==> src/rtl/spike_rate_decoder_if.sv <==
// Result port of the spike rate decoder: latched rates, winner, status flags
// and the valid/ready handshake of the single-entry output buffer.
interface spike_rate_decoder_if #(
  parameter int CNT_W = 5
);
  logic [4*CNT_W-1:0] rate_out;
  logic [1:0]         winner;
  logic               none;
  logic [3:0]         sat;
  logic               overrun;
  logic               out_valid;
  logic               out_ready;

  modport master (
    output rate_out, winner, none, sat, overrun, out_valid,
    input  out_ready
  );

  modport slave (
    input  rate_out, winner, none, sat, overrun, out_valid,
    output out_ready
  );
endinterface

==> src/rtl/spike_rate_decoder.sv <==
// Spike rate decoder: counts spikes on four channels over a fixed window of
// clock cycles, then latches the counts, the winning input neuron and status
// flags into a single-entry valid/ready output buffer. Windows run
// back-to-back while enable is high; dropping enable aborts the window.
module spike_rate_decoder #(
  parameter int WINDOW = 16,
  parameter int CNT_W  = 5
) (
  input  logic                 clk,
  input  logic                 reset,
  input  logic                 enable,
  input  logic [3:0]           spike_in,
  spike_rate_decoder_if.master bus
);

  localparam int WC_W = (WINDOW > 2) ? $clog2(WINDOW) : 1;
  localparam logic [WC_W-1:0]  LAST    = WC_W'(WINDOW - 1);
  localparam logic [CNT_W-1:0] CNT_MAX = {CNT_W{1'b1}};

  typedef enum logic {IDLE, COUNT} state_t;

  state_t            state;
  logic [WC_W-1:0]   wcnt;
  logic [CNT_W-1:0]  cnt     [4];
  logic [3:0]        sat_acc;

  logic [CNT_W:0]     inc     [4];
  logic [CNT_W-1:0]   cnt_nxt [4];
  logic [3:0]         sat_nxt;
  logic [1:0]         win_nxt;
  logic               none_nxt;
  logic [CNT_W-1:0]   best;
  logic [4*CNT_W-1:0] rate_nxt;

  // Saturating increment; the top bit flags a spike lost at full scale.
  function automatic logic [CNT_W:0] sat_inc(input logic [CNT_W-1:0] c,
                                             input logic            s);
    if (s && (c == CNT_MAX)) return {1'b1, c};
    else if (s)              return {1'b0, c + 1'b1};
    else                     return {1'b0, c};
  endfunction

  for (genvar i = 0; i < 4; i++) begin : g_ch
    assign inc[i]     = sat_inc(cnt[i], spike_in[i]);
    assign cnt_nxt[i] = inc[i][CNT_W-1:0];
    assign sat_nxt[i] = sat_acc[i] | inc[i][CNT_W];
  end

  // Winner among input neurons 0..2 on the counts including this edge's spikes;
  // strict compares keep ties on the lowest index.
  always_comb begin
    win_nxt  = 2'd0;
    best     = cnt_nxt[0];
    if (cnt_nxt[1] > best) begin
      win_nxt = 2'd1;
      best    = cnt_nxt[1];
    end
    if (cnt_nxt[2] > best) begin
      win_nxt = 2'd2;
      best    = cnt_nxt[2];
    end
    none_nxt = (cnt_nxt[0] == '0) && (cnt_nxt[1] == '0) && (cnt_nxt[2] == '0);
    rate_nxt = {cnt_nxt[3], cnt_nxt[2], cnt_nxt[1], cnt_nxt[0]};
  end

  // Window FSM, per-channel counters and the output buffer with handshake.
  always_ff @(posedge clk or posedge reset) begin
    if (reset) begin
      state         <= IDLE;
      wcnt          <= '0;
      sat_acc       <= '0;
      for (int i = 0; i < 4; i++) cnt[i] <= '0;
      bus.rate_out  <= '0;
      bus.winner    <= 2'd0;
      bus.none      <= 1'b0;
      bus.sat       <= 4'd0;
      bus.overrun   <= 1'b0;
      bus.out_valid <= 1'b0;
    end else begin
      // Acceptance frees the buffer; a load below on the same edge wins.
      if (bus.out_valid && bus.out_ready) bus.out_valid <= 1'b0;

      case (state)
        IDLE: begin
          if (enable) begin
            state   <= COUNT;
            wcnt    <= '0;
            sat_acc <= '0;
            for (int i = 0; i < 4; i++) cnt[i] <= '0;
          end
        end

        COUNT: begin
          if (!enable) begin
            // Abort: partial counts are dropped, output buffer untouched.
            state   <= IDLE;
            wcnt    <= '0;
            sat_acc <= '0;
            for (int i = 0; i < 4; i++) cnt[i] <= '0;
          end else if (wcnt == LAST) begin
            bus.rate_out  <= rate_nxt;
            bus.sat       <= sat_nxt;
            bus.winner    <= win_nxt;
            bus.none      <= none_nxt;
            bus.overrun   <= bus.out_valid && !bus.out_ready;
            bus.out_valid <= 1'b1;
            wcnt          <= '0;
            sat_acc       <= '0;
            for (int i = 0; i < 4; i++) cnt[i] <= '0;
          end else begin
            wcnt    <= wcnt + 1'b1;
            sat_acc <= sat_nxt;
            for (int i = 0; i < 4; i++) cnt[i] <= cnt_nxt[i];
          end
        end

        default: state <= IDLE;
      endcase
    end
  end

endmodule

==> src/flat_wrapper.sv <==
// flat-port wrapper written by rule: the top's interface ports become plain ports
module spike_rate_decoder_flat 
#(
  parameter int WINDOW = 16,
  parameter int CNT_W  = 5
)
  (clk, reset, enable, spike_in, bus_rate_out, bus_winner, bus_none, bus_sat, bus_overrun, bus_out_valid, bus_out_ready);
  spike_rate_decoder_if #(.CNT_W(CNT_W)) bus_i ();
  input  logic clk;
  input  logic reset;
  input  logic enable;
  input  logic [3:0] spike_in;
  output wire logic [$bits(bus_i.rate_out)-1:0] bus_rate_out;
  output wire logic [$bits(bus_i.winner)-1:0] bus_winner;
  output wire logic [$bits(bus_i.none)-1:0] bus_none;
  output wire logic [$bits(bus_i.sat)-1:0] bus_sat;
  output wire logic [$bits(bus_i.overrun)-1:0] bus_overrun;
  output wire logic [$bits(bus_i.out_valid)-1:0] bus_out_valid;
  input wire logic [$bits(bus_i.out_ready)-1:0] bus_out_ready;
  assign bus_rate_out = bus_i.rate_out;
  assign bus_winner = bus_i.winner;
  assign bus_none = bus_i.none;
  assign bus_sat = bus_i.sat;
  assign bus_overrun = bus_i.overrun;
  assign bus_out_valid = bus_i.out_valid;
  assign bus_i.out_ready = bus_out_ready;
  spike_rate_decoder #(.WINDOW(WINDOW), .CNT_W(CNT_W)) u_core (.clk(clk), .reset(reset), .enable(enable), .spike_in(spike_in), .bus(bus_i));
endmodule
==> config.mk <==
export PLATFORM = sky130hd
export DESIGN_NAME = spike_rate_decoder_flat
export DESIGN_NICKNAME = d
export VERILOG_FILES = /design/src/rtl/spike_rate_decoder_if.sv /design/src/rtl/spike_rate_decoder.sv /design/src/flat_wrapper.sv
export SDC_FILE = /design/constraint.sdc
export NUM_CORES = 1
export LEC_CHECK = 0
export BUFFER_PORTS_ARGS = -buffer_cell sky130_fd_sc_hd__buf_2
export CAP_MARGIN = 30
export CORE_ASPECT_RATIO = 0.75
export CORE_MARGIN = 5
export CORE_UTILIZATION = 62
export DETAILED_ROUTE_END_ITERATION = 16
export PLACE_DENSITY = 0.85
export SYNTH_ARGS = -nofsm -noshare
export SYNTH_HDL_FRONTEND = slang
export SYNTH_SLANG_ARGS = --single-unit
==> constraint.sdc <==
create_clock -name clk -period 6.5 [get_ports clk]
set_input_delay 0.65 -clock clk [delete_from_list [all_inputs] [get_ports clk]]
set_output_delay 0.65 -clock clk [all_outputs]
set_load 0.005 [all_outputs]
==> metrics, run 1 <==
status=finished, final reports clean; drt total wl=6513 microns; crit path kind=register to register; CTS H-tree lvls=3; FILL cells=339; min-delay src=enable; Ant. Diodes=0; TritonCTS clock tree=built; ys async rst share=1.000; GP Congestion=0.8930; die width=89.99 microns; final setup violation count=0; Crit. Startpoint=u_core.cnt[10]$_DFFE_PP0P_; critical path arrival=5.25 ns; die area=0.006299 sq mm; most frequent cells after synthesis=dfrtp_1 (58), nand2_1 (56), o21ai_1 (37); Synth Instances=299; TritonCTS Buffers=9; share of the synthesized area in the top cell type=0.4878; max_slew headroom=0.4678; Synth Area per Inst=9.951 sq um; sequential share of power=0.447; Synth Area in Simple Gates=0.1442; post-DP HPWL=4469 microns; fraction of layout cells with a size suffix above 1=0.1864; first-pass GRT wire length=11050 microns; Peak supply drop=177.8 uV; Die Y=70.00 microns; WP data required=6.73 ns; period utilisation layout=0.7717; Clock Tree Root=clkbuf_8; Vias=2334; GRT overflow=0; final hold vios=0; Synth area leaders=dfrtp_1 (49%), ha_1 (8.0%), nand2_1 (7.1%); initial drt markers=249; Most used DFF post-synth=dfrtp_1; drt drc=0; most common cell in the netlist=dfrtp_1; multi-input logic area=0.001415 sq mm; max cap viols=0; clock skew=0.005709 ns; most used cell, CP=ha_1; Yosys cell types=37; # rows=21; post-synthesis sequential area ratio=0.4878; main combinational cell family by area after synthesis=compound AO/OA/AOI/OAI gates; port bufs=36; CTS resizes=0; hold slack=0.4780 ns; Routed WL per cell=16.49 microns; Worst Path Max Fanout=8; Largest stage delay, worst path=0.55 ns; Total GRT Usage=0.2213; DRT Pass-1 Iters=5; Synth area leader=dfrtp_1; number of vias per cell=5.909; Slowest-stage cell, CP=nor2b_1; Clk pin slew, worst setup/hold paths=0.06 ns; f_max=199.4 MHz; Psw=203.7 uW; I/O pin total=37; Gate power share=0.114; switch share=0.2459; clk_lat worst skew=0.34 ns; Synth Warn #=0; syn_nets=326; hold buffers post-CTS=0; CP Capture Type=register; critical path startpoint category=register; Sinks on Clock Net=58; FF+latch area=0.001451 sq mm; Tmin final=5.016 ns; RSZ-0062 raised after global routing=false; critical path, cell by cell=ha_1 > and3_1 > ha_1 > nor2b_1 > mux2i_1 > inv_1 > ha_1 > and3_1 > a221oi_4 > nor2_1 > mux2_1 > ha_1 > a21o_1 > a221oi_1 > a31oi_1 > mux2_2; XOR/XNOR share of the synthesized area=0.04584; Layout area overhead=14.17%; EDFF count, synth=0; worst-margin pin slew=0.7967 ns; Reg-to-Reg Start=u_core.cnt[10]$_DFFE_PP0P_; post-CTS setup buffer count=0; leakage power total=1.760 nW; Post-DRT Antenna Nets=0; Slew Viols, Final=0; core area=0.004546 sq mm; setup TNS=0 ns; Synth Area in Adders=0.07990; post-synthesis mux area share=0.03911; Synth Area in Compound Gates=0.1665; Min-Delay Path Class=input port to register; cell area after synthesis=0.002975 sq mm; worst-case clock buffer depth=2; Worst R2R Setup Slack=1.48 ns; pin count of the biggest net entering global routing=59; vias in the first global route=2260; Synth Register Bits=58; clock share of power=0.439; Power Dens Cells=243.9 mW/mm^2; Power Internal=624.7 uW; critical path's top delay family=multiplexers; Initial Util=0.6546; final net count=360; CP bufs+invs=1; initial antenna violation count=0
[state kept, by name (all words and copies together) (netlist names)]
name,count
u_core.bus.sat,4
u_core.bus.out_valid,1
u_core.state,1
u_core.wcnt,4
u_core.bus.winner,2
u_core.bus.overrun,1
u_core.sat_acc,4
u_core.bus.rate_out,20
u_core.cnt,20
u_core.bus.none,1
[layout by cell type, fill, tap and decap left out, drive strengths merged, types with 3 or more instances in the layout]
master	netlist	layout
dfrtp	58	58
nand2	56	56
o21ai	50	50
buf	4	39
ha	19	19
clkbuf	12	11
inv	10	10
nor2	9	9
mux2i	9	9
a21oi	7	7
and3	7	7
xnor2	7	7
nand4	6	6
xor2	6	6
a32o	6	6
nor2b	4	4
a21o	4	4
o31ai	4	4
and2	3	3
a22o	3	3
[worst paths after layout]
check                                                       to  depth (start not counted)
min                                     u_core.state$_DFF_PP0_                          1
max reg2reg                   u_core.bus.winner[1]$_DFFE_PP0P_                         16
max                           u_core.bus.winner[1]$_DFFE_PP0P_                         16
max in group asynchronous   u_core.bus.rate_out[8]$_DFFE_PP0P_                          3
min reg2reg                u_core.bus.rate_out[10]$_DFFE_PP0P_                          2
min in group asynchronous  u_core.bus.rate_out[18]$_DFFE_PP0P_                          3
[per-stage QoR]
stage	setup slack (ns)	utilization	instances	total power [mW]	instance area (sq um)
2_1_floorplan	2.344	-	299	0.4460	2975
3_3_place_gp	1.822	0.6991	379	0.4630	3178
3_5_place_dp	1.600	0.6991	379	0.4683	3178
4_1_cts	1.576	0.7473	395	0.8351	3397
5_1_grt	1.323	0.7473	395	0.8655	3397
6_report	1.484	0.7473	395	0.8284	3397
[cell type report]
cell class                 count  share of cell area
clock buffer                  11             0.04162
clock inverter                 5             0.02284
inverter                      10             0.01105
multi-input combinational    215              0.4166
sequential                    58              0.4273
tap                           57             0.02099
timing repair buffer          39             0.05967
[cell families after synthesis]
logic type	Yosys count
and+or+nand+nor	93
AOI/OAI and AO/OA	79
DFF	58
buffers and inverters	26
adders and majority gates	19
xor gates and xnor gates	13
muxes	11
[worst register-to-register path: cells and delay by family, from the launching register on]
family          cells  cell delay, ns
buf+inv             1            0.14
mux                 3            1.12
flops               1            0.45
fa+ha+maj           4            1.09
simple gates        4            1.11
compound gates      4            1.00
[per-layer routing]
metal  share of wire  vias to the layer above  global-route usage
met3           0.078                       10             0.08047
met1            0.47                     1106              0.3063
met5               0                        -                   0
met4           0.010                        0             0.08760
met2            0.45                       99              0.3166
li1                -                     1119                   -
[power groups by stage]
| stage | combinational (mW) | sequential (mW) | clock, mW |
|---|---|---|---|
| floorplan | 0.0703 | 0.376 | 0 |
| global placement | 0.0867 | 0.376 | 0 |
| detailed placement | 0.0914 | 0.377 | 0 |
| CTS | 0.0929 | 0.370 | 0.372 |
| finish | 0.0940 | 0.370 | 0.364 |
| global route | 0.103 | 0.371 | 0.392 |
No activity file was read; power rests on OpenSTA's default activity.
==> run 2: changes to the inputs <==
--- a/config.mk
+++ b/config.mk
@@ -5,13 +5,14 @@
 export SDC_FILE = /design/constraint.sdc
 export NUM_CORES = 1
 export LEC_CHECK = 0
+export ABC_AREA = 1
 export BUFFER_PORTS_ARGS = -buffer_cell sky130_fd_sc_hd__buf_2
 export CAP_MARGIN = 30
 export CORE_ASPECT_RATIO = 0.75
 export CORE_MARGIN = 5
-export CORE_UTILIZATION = 62
+export CORE_UTILIZATION = 52
 export DETAILED_ROUTE_END_ITERATION = 16
-export PLACE_DENSITY = 0.85
+export PLACE_DENSITY = 0.76
 export SYNTH_ARGS = -nofsm -noshare
 export SYNTH_HDL_FRONTEND = slang
 export SYNTH_SLANG_ARGS = --single-unit
==> constraint.sdc (replaced) <==
create_clock -name clk -period 4.6 [get_ports clk]
set_input_delay 0.46 -clock clk [delete_from_list [all_inputs] [get_ports clk]]
set_output_delay 0.46 -clock clk [all_outputs]
set_load 0.005 [all_outputs]
==> metrics, run 2 <==
Yosys cell types=30; CTS H-tree lvls=3; GRT overflow=0; vias in the first global route=2482; most frequent cells in the layout=nand2_1 (100), dfrtp_1 (58), inv_1 (44); post-CTS setup buffer count=0; syn_nets=394; Synth Register Bits=58; leakage power total=1.833 nW; WHS Endpoint=u_core.state$_DFF_PP0_; number of vias per cell=5.166; Synth Warn #=0; max_slew headroom=0.3897; WP data required=4.88 ns; Largest stage delay, worst path=0.42 ns; clk_lat worst skew=0.35 ns; Worst Slack Setup Final=1.117 ns; most frequent cells after synthesis=nand2_1 (100), dfrtp_1 (58), inv_1 (45); min-delay src=enable; final core utilization=0.6139; critical path startpoint category=register; TritonCTS clock tree=built; f_max=287.1 MHz; Power Dens Cells=357.5 mW/mm^2; hold buffers post-CTS=0; GP Congestion=0.8991; Layout area overhead=16.23%; final hold vios=0; drt drc=0; TritonCTS Buffers=9; Min-Delay Path Class=input port to register; drt total wl=6357 microns; critical path's top delay family=simple AND/OR/NAND/NOR gates; Reg-to-Reg Start=u_core.cnt[10]$_DFFE_PP0P_; Synth area leader=dfrtp_1; most common cell in the netlist=nand2_1; Initial Util=0.5281; Sinks on Clock Net=58; crit path kind=register to register; initial antenna violation count=0; pin count of the biggest net entering global routing=59; CP Capture Type=register; period utilisation layout=0.7572; Most used DFF post-synth=dfrtp_1; post-route insts no fill=489; initial drt markers=179; # rows=24; Total Power=1.259 mW; core area=0.005736 sq mm; worst-case clock buffer depth=2; max cap viols=0; R2R depth=24; Worst Path Max Fanout=6; post-DP HPWL=4462 microns; first-pass GRT wire length=11340 microns; Clock Tree Root=clkbuf_8; CTS resizes=0; Vias=2526; CP bufs+invs=3; critical path arrival=3.76 ns; Post-DRT Antenna Nets=0; top flop regs=u_core.bus.rate_out x20, u_core.cnt x20; hold depth=1; Tmin final=3.483 ns; Crit Reg-Reg Endpoint=u_core.bus.winner[0]$_DFFE_PP0P_; clock skew=0.006719 ns; Routed WL per cell=13.00 microns; Slowest-stage cell, CP=dfrtp_1; Synth Area per Inst=8.254 sq um; setup TNS=0 ns; worst-margin pin slew=0.9133 ns; fraction of layout cells with a size suffix above 1=0.1752; Die Y=76.10 microns; critical path, cell by cell=ha_1 > nand2_1 > nor2_1 > ha_1 > inv_1 > nand3_2 > nor2_1 > nand2_1 > nand2_1 > inv_1 > ha_1 > nand2_1 > inv_1 > nand3_1 > nor2_1 > nor2_1 > nand2_1 > o21ai_0 > ha_1 > a21oi_1 > nand3_1 > o21ai_0 > nand3_1 > nand2_1; placed insts=473; status=finished, final reports clean; Peak supply drop=193.9 uV; final setup violation count=0; post-synthesis sequential area ratio=0.4791; Worst R2R Setup Slack=1.12 ns; FILL cells=491; die area=0.007468 sq mm; commonest non-fill, non-tap cell in the layout=nand2_1; Total GRT Usage=0.1879; share of the synthesized area in the top cell type=0.4791; port bufs=36; Ant. Diodes=0; DRT Pass-1 Iters=5; final net count=433; I/O pin total=37; Slew Viols, Final=0; ys async rst share=1.000; Placement Setup Slack=1.162 ns; most used cell, CP=nand2_1; die width=98.13 microns; Synth area leaders=dfrtp_1 (48%), nand2_1 (12%), ha_1 (7.8%); Crit. Startpoint=u_core.cnt[10]$_DFFE_PP0P_; Synth Instances=367; EDFF count, synth=0; cell area after synthesis=0.003029 sq mm; RSZ-0062 raised after global routing=false; Clk pin slew, worst setup/hold paths=0.06 ns
## run 2: changes by cell type after synthesis, sizes merged, moves of 6 or more
cell and change:
a32o -6, and3 -7, clkbuf -10, inv +39, mux2i -9, nand2 +49, nand3 +14, nor2 +13
o21ai -7, o22ai +16, xnor2 -6
## run 2: power by group
part	total, mW	internal, mW	switching [mW]
Combinational	0.142	0.0467	0.0953
Sequential	0.526	0.518	0.00744
Clock	0.591	0.387	0.204
Total	1.26	0.952	0.306
## run 2: per-layer routing
metal  routed length, microns  global-route usage  vias to the layer above
met4                       38             0.06139                        0
met5                        0                   0                        -
li1                         -                   -                     1282
met1                     3109              0.2559                     1181
met2                     2767              0.2819                       58
met3                      441             0.06496                        5
## run 2: kinds of logic after synthesis
kind of cell | share of synthesized area
adders and majority gates | 0.07848
AOI/OAI and AO/OA | 0.1330
DFF | 0.4791
buffers and inverters | 0.07807
and+or+nand+nor | 0.2226
xor gates and xnor gates | 0.008676
## run 2: worst max-delay path by stage
stage                                             to  slack, ns  depth (start not counted)
CTS                 u_core.bus.winner[0]$_DFFE_PP0P_       1.12                         23
detailed placement  u_core.bus.winner[1]$_DFFE_PP0P_       1.16                         22
global placement    u_core.bus.winner[1]$_DFFE_PP0P_       1.29                         23
global route        u_core.bus.winner[0]$_DFFE_PP0P_       0.63                         22
finish              u_core.bus.winner[0]$_DFFE_PP0P_       1.12                         24
floorplan           u_core.bus.winner[0]$_DFFE_PP0P_       1.49                         24
## run 2: layout make-up
class,instances,area [sq um],area share
multi-input combinational,249,1341,0.3810
sequential,58,1451,0.4122
clock buffer,11,151.4,0.04300
tap,78,97.59,0.02772
timing repair buffer,37,187.7,0.05330
clock inverter,5,100.1,0.02843
inverter,51,191.4,0.05437
## run 2: metrics by stage
step                      hold slack, ns  area [sq um]
after floorplan                   0.4724          3029
after global placement            0.4583          3269
after detailed placement          0.4634          3269
after CTS                         0.2353          3521
after global routing              0.2418          3521
final                             0.2516          3521
## run 2: worst reg2reg max path, cell delays in order, from the launching register on
cell and delay [ns]:
dfrtp_1 0.42, ha_1 0.25, nand2_1 0.08, nor2_1 0.04
ha_1 0.19, inv_1 0.15, nand3_2 0.11, nor2_1 0.10
nand2_1 0.05, nand2_1 0.13, inv_1 0.08, ha_1 0.27
nand2_1 0.05, inv_1 0.06, nand3_1 0.08, nor2_1 0.16
nor2_1 0.10, nand2_1 0.06, o21ai_0 0.08, ha_1 0.33
a21oi_1 0.16, nand3_1 0.08, o21ai_0 0.20, nand3_1 0.11
nand2_1 0.06
==> run 3: changes to the inputs <==
==> constraint.sdc (replaced) <==
create_clock -name clk -period 3 [get_ports clk]
set_input_delay 0.3 -clock clk [delete_from_list [all_inputs] [get_ports clk]]
set_output_delay 0.3 -clock clk [all_outputs]
set_load 0.005 [all_outputs]
==> metrics, run 3 (synthesis results as in run 2) <==
critical path's top delay family=simple AND/OR/NAND/NOR gates; switch share=0.2915; initial drt markers=218; critical path arrival=3.47 ns; max cap viols=0; Slew Viols, Final=0; Gate power share=0.176; clock share of power=0.397; vias in the first global route=2644; GRT overflow=0; fraction of layout cells with a size suffix above 1=0.3104; final hold vios=0; CP bufs+invs=4; Worst Slack Setup Final=-0.2266 ns; design area=0.003913 sq mm; crit path kind=register to register; Power Internal=1.332 mW; worst-margin pin slew=0.8887 ns; leakage power total=1.990 nW; Min-Delay Path Class=input port to register; critical path startpoint category=register; Peak supply drop=302.2 uV; hold slack=0.08955 ns; DRT Pass-1 Iters=5; CTS H-tree lvls=3; Post-DRT Antenna Nets=0; I/O pin total=37; final net count=473; Initial Util=0.5281; most frequent cells in the layout=nand2_1 (94), dfrtp_1 (58), inv_1 (40), buf_4 (40), buf_2 (36); Clock Tree Root=clkbuf_8; top flop regs=u_core.bus.rate_out x20, u_core.cnt x20; CP Capture Type=register; Slowest-stage cell, CP=dfrtp_1; Layout area overhead=29.16%; first-pass GRT wire length=12410 microns; WP data required=3.24 ns; failing checks=negative setup slack; f_max=309.9 MHz; Worst Path Max Fanout=7; Vias=2859; sequential share of power=0.428; Die Y=76.10 microns; RSZ-0062 raised after global routing=true; Psw=548.1 uW; Power Dens Cells=480.7 mW/mm^2; pin count of the biggest net entering global routing=53; # rows=24; TritonCTS Buffers=9; commonest non-fill, non-tap cell in the layout=nand2_1; max_slew headroom=0.4061; worst-case clock buffer depth=2; Routed WL per cell=14.69 microns; Ant. Diodes=0; most used cell, CP=nand2_1; status=finished with violations; clk_lat worst skew=0.35 ns; TritonCTS clock tree=built; Placement Setup Slack=-0.1657 ns; port bufs=36; post-DP HPWL=5106 microns; final setup violation count=2; Largest stage delay, worst path=0.36 ns; Total Power=1.881 mW; drt total wl=7773 microns; die area=0.007468 sq mm; die width=98.13 microns; Clk pin slew, worst setup/hold paths=0.08 ns; GP Congestion=0.9596; Total GRT Usage=0.2047; Area after DPL=0.003493 sq mm; clock skew=0.01264 ns; drt drc=0; Sinks on Clock Net=58; period utilisation layout=1.076; initial antenna violation count=0; number of vias per cell=5.405; critical path, cell by cell=ha_2 > nand2_1 > nor2_1 > ha_2 > inv_4 > nand2_1 > nand2_1 > nand2_1 > inv_2 > ha_4 > nand2_2 > inv_2 > nand3_2 > nor2_2 > buf_4 > o21ai_4 > nand2_1 > o21ai_1 > ha_1 > nand2_2 > nor3_2 > o21ai_2 > nand3_1 > nand2_1; core area=0.005736 sq mm; Tmin final=3.227 ns
-- run 3: through the flow --
step / cells / util / setup TNS [ns]
finish: 529 / 0.6822 / -0.4278
global route: 529 / 0.6822 / -0.7193
CTS: 523 / 0.6636 / -0.2587
detailed placement: 501 / 0.6091 / -0.3266
global placement: 501 / 0.6091 / -0.1833
floorplan: 367 / - / 0
-- run 3: final cells by class --
type	instances	area, sq um
well taps	78	97.59
flip-flops and latches	58	1451
fillers	443	1823
clock inverters	6	66.31
inverters	51	196.4
clock buffers	10	137.6
repair buffers	77	490.5
multi-input cells	249	1473
-- run 3: routing by layer --
layer | wire, microns | vias to the layer above | track usage
met4 | 149 | 0 | 0.07231
li1 | - | 1364 | -
met1 | 3410 | 1356 | 0.2803
met3 | 581 | 21 | 0.06496
met5 | 0 | - | 0
met2 | 3632 | 118 | 0.3064
-- run 3: worst paths after layout --
check,startpoint,depth (start not counted),endpoint,slack (ns)
setup reg to reg,u_core.cnt[11]$_DFFE_PP0P_,24,u_core.bus.winner[0]$_DFFE_PP0P_,-0.23
setup / recovery,u_core.cnt[11]$_DFFE_PP0P_,24,u_core.bus.winner[0]$_DFFE_PP0P_,-0.23
max in group asynchronous,reset,4,u_core.bus.rate_out[6]$_DFFE_PP0P_,1.65
hold / removal,enable,1,u_core.state$_DFF_PP0_,0.09
hold reg to reg,u_core.bus.rate_out[4]$_DFFE_PP0P_,2,u_core.bus.rate_out[4]$_DFFE_PP0P_,0.48
min in group asynchronous,reset,3,u_core.bus.rate_out[10]$_DFFE_PP0P_,0.51
-- run 3: power by group through the flow --
stage / logic [mW] / clock network [mW] / registers [mW]
5_1_grt: 0.364 / 0.791 / 0.805
3_3_place_gp: 0.253 / 0 / 0.818
2_1_floorplan: 0.169 / 0 / 0.817
4_1_cts: 0.294 / 0.744 / 0.804
6_report: 0.330 / 0.746 / 0.804
3_5_place_dp: 0.262 / 0 / 0.819
-- run 3: timing repair --
action                                 CTS  global route
setup buffers                            5             6
hold buffers                             1             0
endpoints found under the hold margin   22             0
resized for setup                       16            17
setup endpoints to repair                2             2
pin swaps                               15            18
